## config.mk

```make
export PLATFORM = sky130hd
export DESIGN_NAME = id_ex_stage
export DESIGN_NICKNAME = d
export VERILOG_FILES = /design/src/rtl/id_ex_stage.sv
export SDC_FILE = /design/constraint.sdc
export NUM_CORES = 1
export LEC_CHECK = 0
export ABC_AREA = 1
export ABC_CLOCK_PERIOD_IN_PS = 2040
export CAP_MARGIN = 20
export CORE_UTILIZATION = 40
export DETAILED_ROUTE_END_ITERATION = 12
export MAX_ROUTING_LAYER = met4
export PLACE_DENSITY = 0.72
export REMOVE_ABC_BUFFERS = 1
export SLEW_MARGIN = 30
export SYNTH_ARGS = -nofsm -noshare
export SYNTH_HDL_FRONTEND = slang
export SYNTH_SLANG_ARGS = --single-unit
```

## constraint.sdc

```tcl
create_clock -name clk -period 2.04 [get_ports clk]
set_clock_uncertainty 0.2 [all_clocks]
set_input_delay 0.306 -clock clk [delete_from_list [all_inputs] [get_ports clk]]
set_output_delay 0.306 -clock clk [all_outputs]
set_load 0.01 [all_outputs]
```

## src/rtl/id_ex_stage.sv

```systemverilog
// ID/EX pipeline register of the 5-stage MIPS core: write-back bypass on the
// register-file read data, load-use bubble insertion, branch flush and downstream hold.
module id_ex_stage (
  input  logic        clk,
  input  logic        rst,
  input  logic        id_valid,
  input  logic [4:0]  id_rs,
  input  logic [4:0]  id_rt,
  input  logic        id_uses_rs,
  input  logic        id_uses_rt,
  input  logic [31:0] id_rd_data1,
  input  logic [31:0] id_rd_data2,
  input  logic [31:0] id_imm,
  input  logic [4:0]  id_dst,
  input  logic        id_regwrite,
  input  logic        id_memread,
  input  logic        id_memwrite,
  input  logic        id_alusrc,
  input  logic [3:0]  id_alu_ctrl,
  input  logic        wb_regwrite,
  input  logic [4:0]  wb_dst,
  input  logic [31:0] wb_data,
  input  logic        flush,
  input  logic        ex_hold,
  output logic        stall_id,
  output logic        ex_valid,
  output logic        ex_regwrite,
  output logic        ex_memread,
  output logic        ex_memwrite,
  output logic [3:0]  ex_alu_ctrl,
  output logic [4:0]  ex_dst,
  output logic [4:0]  ex_rs,
  output logic [4:0]  ex_rt,
  output logic [31:0] ex_op_a,
  output logic [31:0] ex_alu_b,
  output logic [31:0] ex_store_data,
  output logic [15:0] stall_cnt,
  output logic [15:0] bubble_cnt
);

  logic [31:0] op_a;
  logic [31:0] op_b;
  logic        hazard;
  logic        do_bubble;

  // The register file writes at the same edge it is read, so a matching
  // write-back must be bypassed or the stale value would be captured.
  // NOTE: every always_comb output gets a default first, so no latch can form.
  always_comb begin
    op_a = id_rd_data1;
    op_b = id_rd_data2;
    if (id_rs == 5'd0)                             op_a = '0;
    else if (wb_regwrite && (wb_dst == id_rs))     op_a = wb_data;
    if (id_rt == 5'd0)                             op_b = '0;
    else if (wb_regwrite && (wb_dst == id_rt))     op_b = wb_data;
  end

  assign hazard = id_valid & ex_valid & ex_memread & (ex_dst != 5'd0) &
                  ((id_uses_rs & (ex_dst == id_rs)) | (id_uses_rt & (ex_dst == id_rt)));
  assign stall_id  = ex_hold | (hazard & ~flush);
  assign do_bubble = ~ex_hold & (flush | hazard);

  // NOTE: sequential state uses non-blocking assignments only; reset is
  // synchronous, so it is simply the highest-priority branch of the clocked block.
  always_ff @(posedge clk) begin
    if (rst || (!ex_hold && do_bubble)) begin
      ex_valid      <= 1'b0;
      ex_regwrite   <= 1'b0;
      ex_memread    <= 1'b0;
      ex_memwrite   <= 1'b0;
      ex_alu_ctrl   <= '0;
      ex_dst        <= '0;
      ex_rs         <= '0;
      ex_rt         <= '0;
      ex_op_a       <= '0;
      ex_alu_b      <= '0;
      ex_store_data <= '0;
    end else if (!ex_hold) begin
      ex_valid      <= id_valid;
      ex_regwrite   <= id_regwrite;
      ex_memread    <= id_memread;
      ex_memwrite   <= id_memwrite;
      ex_alu_ctrl   <= id_alu_ctrl;
      ex_dst        <= id_dst;
      ex_rs         <= id_rs;
      ex_rt         <= id_rt;
      ex_op_a       <= op_a;
      ex_alu_b      <= id_alusrc ? id_imm : op_b;
      ex_store_data <= op_b;
    end
  end

  // Event counters saturate so long runs never alias back to small values.
  always_ff @(posedge clk) begin
    if (rst) begin
      stall_cnt  <= '0;
      bubble_cnt <= '0;
    end else begin
      if (stall_id && (stall_cnt != 16'hFFFF))   stall_cnt  <= stall_cnt + 16'd1;
      if (do_bubble && (bubble_cnt != 16'hFFFF)) bubble_cnt <= bubble_cnt + 16'd1;
    end
  end

endmodule

```

==> flow_metrics.py, run 1 <==
metrics = {
    "synth": {
        "synthAdderAreaFrac_pct": 0.3157,
        "yosys-top-cells-count": "255 x nand2_1, 191 x inv_1, 151 x dfxtp_1",
        "synth_most_common_cell": "nand2_1",
        "synth_edf_count": 0,
        "yosysTopAreaCell": "dfxtp_1",
        "synth-seq-cells": 151,
        "yosys.area_share.simple_pct": 29.14,
        "synth_top_area_share_pct": 38.14,
        "async_flop_share_pct": 0,
        "synthesis.area_um2": 7926,
        "ys_top_cells_by_area": "dfxtp_1 38%, nand2_1 12%, inv_1 9.0%",
        "synth_cell_types": 30,
        "yosysWarnings": 0,
        "avgSynthCellArea_um2": 6.346,
        "synth_compound_area_share_pct": 18.23,
        "synthCells": 1249,
        "ys.flop_type": "dfxtp_1",
        "synthMuxAreaShare_pct": 0,
        "synth_top_family_by_area": "simple AND/OR/NAND/NOR gates",
        "synthXorXnorAreaFrac_pct": 0.3315,
        "ys_seq_area_share_pct": 38.14,
    },
    "cts": {
        "cts-htree-levels": 4,
        "cts-hold-fix-buffers": 0,
        "numCtsBuffers": 17,
        "cts_buffer_depth": 2,
        "clock_latency_ns": 0.42,
        "clock-root-buffer": "clkbuf_16",
        "clk_pin_slew_ns": 0.07,
        "cts_tree": "yes",
        "clock-sinks": 151,
    },
    "sta": {
        "hold_violations": 0,
        "tightestPinTransition_ns": 0.4961,
        "drv_slew": 0,
        "fmax_mhz": 486.7,
        "setup_viol": 15,
        "layout_min_cycle_time_ns": 2.055,
        "setup_tns_ns": -0.09165,
        "slew_headroom_pct": 66.93,
        "fin_crit_sh_pct": 100.7,
        "rsz0062_at_grt": "true",
        "setup_ws_ns": -0.01486,
    },
    "place": {
        "routabilityCongestion": 0.8982,
        "dpl.hpwl_um": 20590,
        "port-buffer-count": 315,
    },
    "drt": {
        "avgViaCountPerCell": 4.998,
        "wl_per_cell_um": 16.33,
        "drc_errors": 0,
        "ant_nets": 0,
        "wirelength_um": 30510,
        "met3_wirelength_um": 2421,
        "drt-pass1-iter-count": 5,
        "vias": 9336,
        "dr_wl_met2_um": 14570,
        "top_layer": "met4",
        "m1WireLength_um": 12690,
        "drtIter0Drc": 518,
    },
    "grt": {
        "grt_pass1_vias": 8259,
        "grt_first_pass_wirelength_um": 43920,
        "grt-ovfl-total": 0,
        "antenna_found_initial": 0,
        "grt_max_degree": 88,
        "grt_use_total_pct": 28.95,
    },
    "cells_and_area": {
        "n_fill_cell": 1757,
        "layout-drive-gt1-share_pct": 11.10,
        "antennaDiodeCount": 0,
        "areaGrowthSynthToFinish_pct": 62.54,
        "final_nets": 1756,
    },
    "worst_hold_path": {
        "hold_class": "in2reg",
    },
    "setup_path": {
        "start_kind": "register",
        "worstPathArrival_ns": 2.16,
        "critPathKind": "reg2reg",
        "path_max_fanout": 8,
        "cp.required_ns": 2.15,
        "end_kind": "register",
    },
    "power": {
        "peakVddDrop_mv": 0.5291,
        "power_density_nw_per_um2": 634.8,
        "p_total_mw": 8.178,
        "p_leak_nw": 5.806,
    },
    "floorplanning": {
        "rows": 51,
        "core_um2": 19460,
        "die_h_um": 142.8,
        "die_w_um": 142.8,
        "die-area_um2": 20380,
        "start_util_pct": 40.73,
        "pin_count": 316,
    },
    "job": {
        "max_cap_violations": 0,
    },
    "status": {
        "status": "complete, but fails checks",
        "violations": "setup timing",
    },
}
[registers in the layout, indices dropped and copies added, names as in the netlist]
signal and cells:
ex_alu_b 32, ex_store_data 32, ex_rt 5, ex_alu_ctrl 4
ex_dst 5, stall_cnt 16, ex_memwrite 1, ex_op_a 32
ex_regwrite 1, bubble_cnt 16, ex_rs 5, ex_memread 1
ex_valid 1
[stage by stage]
| stage | setup WS, ns | cell area (um^2) | utilization, % | cells | hold slack (ns) |
|---|---|---|---|---|---|
| 2_1_floorplan | -2.347 | 7569 | - | 1172 | 0.1775 |
| 3_3_place_gp | -0.4358 | 11770 | 60.46 | 1820 | 0.2506 |
| 3_5_place_dp | -0.4448 | 11770 | 60.46 | 1820 | 0.2551 |
| 4_1_cts | -0.05144 | 12380 | 63.63 | 1853 | 0.09143 |
| 5_1_grt | -0.1220 | 12880 | 66.20 | 1868 | 0.1263 |
| 6_report | -0.01486 | 12880 | 66.20 | 1868 | 0.1171 |
[report_power, final]
group          internal, mW  switching, mW
Clock                  1.89           1.37
Combinational         0.908          0.828
Sequential             3.10         0.0853
[final cells by class]
type	instances	area, um^2	share of cell area [%]
clock buffer	20	456.7	3.545
clock inverter	12	138.9	1.078
inverter	197	744.5	5.778
multi-input combinational	826	3993	30.99
sequential	151	3033	23.54
tap	265	331.6	2.574
timing repair buffer	397	4187	32.49
[logic make-up (layout without fill, tap and decap cells)]
| kind of cell | Yosys count | count (layout) |
|---|---|---|
| adders and majority gates | 2 | 2 |
| DFF | 151 | 151 |
| and+or+nand+nor | 547 | 549 |
| xor gates and xnor gates | 3 | 3 |
| buffers and inverters | 274 | 626 |
| AOI/OAI and AO/OA | 272 | 272 |
[final timing paths]
kind / start / end / slack, ns / depth (start not counted)
setup / recovery: ex_dst[2]$_SDFFE_PP0N_ / ex_store_data[30]$_SDFFE_PP0N_ / -0.01 / 13
hold / removal: ex_hold / ex_store_data[31]$_SDFFE_PP0N_ / 0.12 / 4
setup reg to reg: ex_dst[2]$_SDFFE_PP0N_ / ex_store_data[30]$_SDFFE_PP0N_ / -0.01 / 13
hold reg to reg: ex_op_a[4]$_SDFFE_PP0N_ / ex_op_a[4]$_SDFFE_PP0N_ / 0.26 / 2
[layout by cell type, fill, tap and decap left out, drive strengths merged, types with 3 or more instances in the layout]
| cell type | n |
|---|---|
| dlymetal6s2s | 3 |
| o22ai | 3 |
| o21ai | 110 |
| clkinv | 4 |
| buf | 76 |
| nor2 | 151 |
| clkbuf | 29 |
| a21oi | 127 |
| nor3 | 6 |
| o211ai | 32 |
| nand4 | 19 |
| clkdlybuf4s50 | 308 |
| nand3b | 3 |
| inv | 202 |
| nand2 | 261 |
| nand3 | 106 |
| dfxtp | 151 |
[per-layer routing]
layer,vias to the layer above,track usage (%)
met3,49,7.378
met5,-,-
met2,381,46.47
met1,4230,34.86
met4,0,10.81
li1,4676,-
[worst max-delay path: stages, from the launching register on]
cell and delay (ns):
dfxtp_4 0.36, buf_6 0.12, nand2_2 0.04, nand2_1 0.06
nor2_2 0.09, nand3_1 0.10, nand2_2 0.08, buf_4 0.10
nand2_1 0.08, nand2_4 0.14, nand2_8 0.13, nand2_8 0.18
clkbuf_16 0.19, a21oi_1 0.04
[timing repair]
item | 4_1_cts | 5_1_grt
pin swaps | 7 | 12
buffers inserted | 1 | 2
gates cloned | 0 | 13
endpoints found under the setup margin | 2 | 135
gates resized for setup | 16 | 55
No activity file was read; power rests on OpenSTA's default activity.
==> inputs of run 2 (changes only) <==
ABC_AREA = default   (was 1)
PLACE_DENSITY = 0.73   (was 0.72)
==> run 2 against run 1 <==
Against the previous run: the flow still finishes with violations (setup timing); sequential cell count unchanged; register-to-register slack got worse by 0.36 ns; die area decreased by 7.4%; highest routed layer unchanged; clock power decreased by 8.6%; synthesized cell count decreased by 35%; critical path depth decreased by 1; first-iteration DRC count decreased by 45%; sequential share of layout area decreased by 1.3 points; hold slack got worse by 0.068 ns; design area increased by 6.1%; maximum frequency decreased by 15%; final cell count decreased by 21%; largest cell class unchanged.
==> flow_metrics.py, run 2 <==
metrics = {
    "floorplanning": {
        "die-area_um2": 18870,
        "die_h_um": 137.4,
        "rows": 49,
        "die_w_um": 137.4,
        "start_util_pct": 40.81,
        "core_um2": 17960,
        "pin_count": 316,
    },
    "synth": {
        "synthMuxAreaShare_pct": 12.61,
        "synth_top_family_by_area": "compound AO/OA/AOI/OAI gates",
        "yosysTopAreaCell": "dfxtp_1",
        "synth_compound_area_share_pct": 19.24,
        "synth_top_area_share_pct": 41.24,
        "yosysWarnings": 0,
        "yosys-top-cells-count": "151 x dfxtp_1, 89 x mux2i_1, 88 x a21oi_1",
        "async_flop_share_pct": 0,
        "avgSynthCellArea_um2": 9.017,
        "ys_top_cells_by_area": "dfxtp_1 41%, mux2i_1 12%, or3_1 6.7%",
        "synth-seq-cells": 151,
        "yosys.area_share.simple_pct": 17.20,
        "synthXorXnorAreaFrac_pct": 2.748,
        "synthesis.area_um2": 7331,
        "synth_edf_count": 0,
        "ys_seq_area_share_pct": 41.24,
        "synthAdderAreaFrac_pct": 0.3414,
        "synth_most_common_cell": "dfxtp_1",
        "ys.flop_type": "dfxtp_1",
        "synthCells": 813,
        "synth_cell_types": 42,
    },
    "power": {
        "power_density_nw_per_um2": 582.9,
        "p_leak_nw": 5.002,
        "peakVddDrop_mv": 0.6263,
    },
    "sta": {
        "fmax_mhz": 414.0,
        "setup_tns_ns": -43.42,
        "layout_min_cycle_time_ns": 2.415,
        "tightestPinTransition_ns": 0.5416,
        "drv_slew": 0,
        "slew_headroom_pct": 63.90,
        "rsz0062_at_grt": "true",
        "whs_ns": 0.04927,
        "setup_viol": 152,
        "fin_crit_sh_pct": 118.4,
        "setup_ws_ns": -0.3755,
        "hold_violations": 0,
    },
    "drt": {
        "ant_nets": 0,
        "wirelength_um": 29420,
        "vias": 7964,
        "avgViaCountPerCell": 5.392,
        "drc_errors": 0,
        "wl_per_cell_um": 19.92,
        "drtIter0Drc": 285,
        "drt-pass1-iter-count": 5,
    },
    "cells_and_area": {
        "mostFrequentLayoutCell": "clkdlybuf4s50_1",
        "layout_common_cells": "298 x clkdlybuf4s50_1, 145 x dfxtp_1, 90 x buf_4",
        "final_nets": 1404,
        "layout-drive-gt1-share_pct": 28.65,
        "largestRegisters": "ex_alu_b: 32 flops, ex_op_a: 32 flops, ex_store_data: 32 flops",
        "areaGrowthSynthToFinish_pct": 86.50,
    },
    "grt": {
        "antenna_found_initial": 2,
        "grt_first_pass_wirelength_um": 40650,
        "grt-ovfl-total": 0,
        "grt_pass1_vias": 7565,
        "grt_use_total_pct": 29.42,
        "grt_max_degree": 105,
    },
    "place": {
        "port-buffer-count": 315,
        "routabilityCongestion": 0.8505,
        "dpl.hpwl_um": 18580,
    },
    "cts": {
        "cts-htree-levels": 4,
        "clock_latency_ns": 0.42,
        "numCtsBuffers": 17,
        "cts_buffer_depth": 2,
        "clock-sinks": 151,
        "clock-root-buffer": "clkbuf_16",
        "clk_pin_slew_ns": 0.06,
        "cts-hold-fix-buffers": 0,
        "cts_tree": "yes",
    },
    "status": {
        "status": "complete, but fails checks",
        "violations": "setup timing",
    },
    "setup_path": {
        "end_kind": "register",
        "crit_top_cell": "buf_6",
        "path_cells": "buf_6 -> xnor2_2 -> nand4_1 -> buf_4 -> o22ai_4 -> buf_6 -> a21oi_4 -> o21ai_4 -> buf_6 -> buf_12 -> clkbuf_16 -> a21oi_2",
        "worstPathArrival_ns": 2.53,
        "path_max_fanout": 6,
        "cp.required_ns": 2.16,
        "start_kind": "register",
        "critical_path.max_stage_delay_ns": 0.36,
        "cpMaxStageDelayCell": "dfxtp_4",
        "critPathKind": "reg2reg",
    },
    "worst_hold_path": {
        "hold_class": "in2reg",
    },
    "job": {
        "max_cap_violations": 0,
    },
}
## run 2: cell count changes after synthesis, moves of 70 or more
cell	delta
inv_1	-148
mux2i_1	+89
nand2_1	-207
nand3_1	-91
nor2_1	-70
or3_1	+79
## run 2: critical path: cells and delay by family (launching register included)
family          cells  cell delay (ns)
compound gates      4             0.51
xor+xnor            1             0.14
buf+inv             6             0.90
flops               1             0.36
simple gates        1             0.18
## run 2: where the power goes
part | leakage, nW | switching (mW) | internal (mW)
Sequential | 1.24 | 0.0751 | 3.08
Clock | 0.258 | 1.22 | 1.75
Combinational | 3.51 | 0.793 | 1.04
## run 2: metal layers
layer	part of all wire [%]	wire (um)	GRT usage, %
met3	6.1	1785	6.291
met2	50	14720	48.88
met5	0	0	-
met1	40	11660	33.34
met4	4.3	1253	14.96
## run 2: timing repair
| item | CTS | global route |
|---|---|---|
| buffers inserted | 21 | 16 |
| pin swaps | 30 | 66 |
| setup endpoints to repair | 152 | 153 |
| gates resized for setup | 73 | 175 |
| cloned | 11 | 5 |
## run 2: per-stage QoR
stage               power (mW)  setup slack [ns]  util, %  cell area [um^2]  instances
CTS                      7.809           -0.3403    71.74             12890       1462
floorplan                3.724            -2.323        -              7010        749
finish                   7.969           -0.3755    76.11             13670       1477
global placement         4.673           -0.6591    64.46             11580       1405
global route             8.246           -0.4910    76.11             13670       1477
detailed placement       4.694           -0.7517    64.46             11580       1405
## run 2: layout make-up
| cell class | count | area [um^2] |
|---|---|---|
| fill | 1234 | 4292 |
| multi-input combinational | 554 | 4609 |
| inverter | 44 | 165.2 |
| clock buffer | 17 | 425.4 |
| tap | 229 | 286.5 |
| clock inverter | 10 | 111.4 |
| timing repair buffer | 470 | 5034 |
| antenna | 2 | 5.005 |
| sequential | 151 | 3035 |
## run 2: cell families after synthesis
group                      count (synthesis)
AOI/OAI and AO/OA                        189
xor gates and xnor gates                  23
adders and majority gates                  2
buffers and inverters                    108
DFF                                      151
muxes                                     92
and+or+nand+nor                          248
## run 2: final timing paths
kind	start	end	slack (ns)	cells past startpoint
hold / removal	id_valid	ex_valid$_SDFFE_PP0N_	0.05	3
hold reg to reg	ex_store_data[8]$_SDFFE_PP0N_	ex_store_data[8]$_SDFFE_PP0N_	0.26	2
setup / recovery	ex_dst[3]$_SDFFE_PP0N_	ex_store_data[28]$_SDFFE_PP0N_	-0.38	12
setup reg to reg	ex_dst[3]$_SDFFE_PP0N_	ex_store_data[28]$_SDFFE_PP0N_	-0.38	12
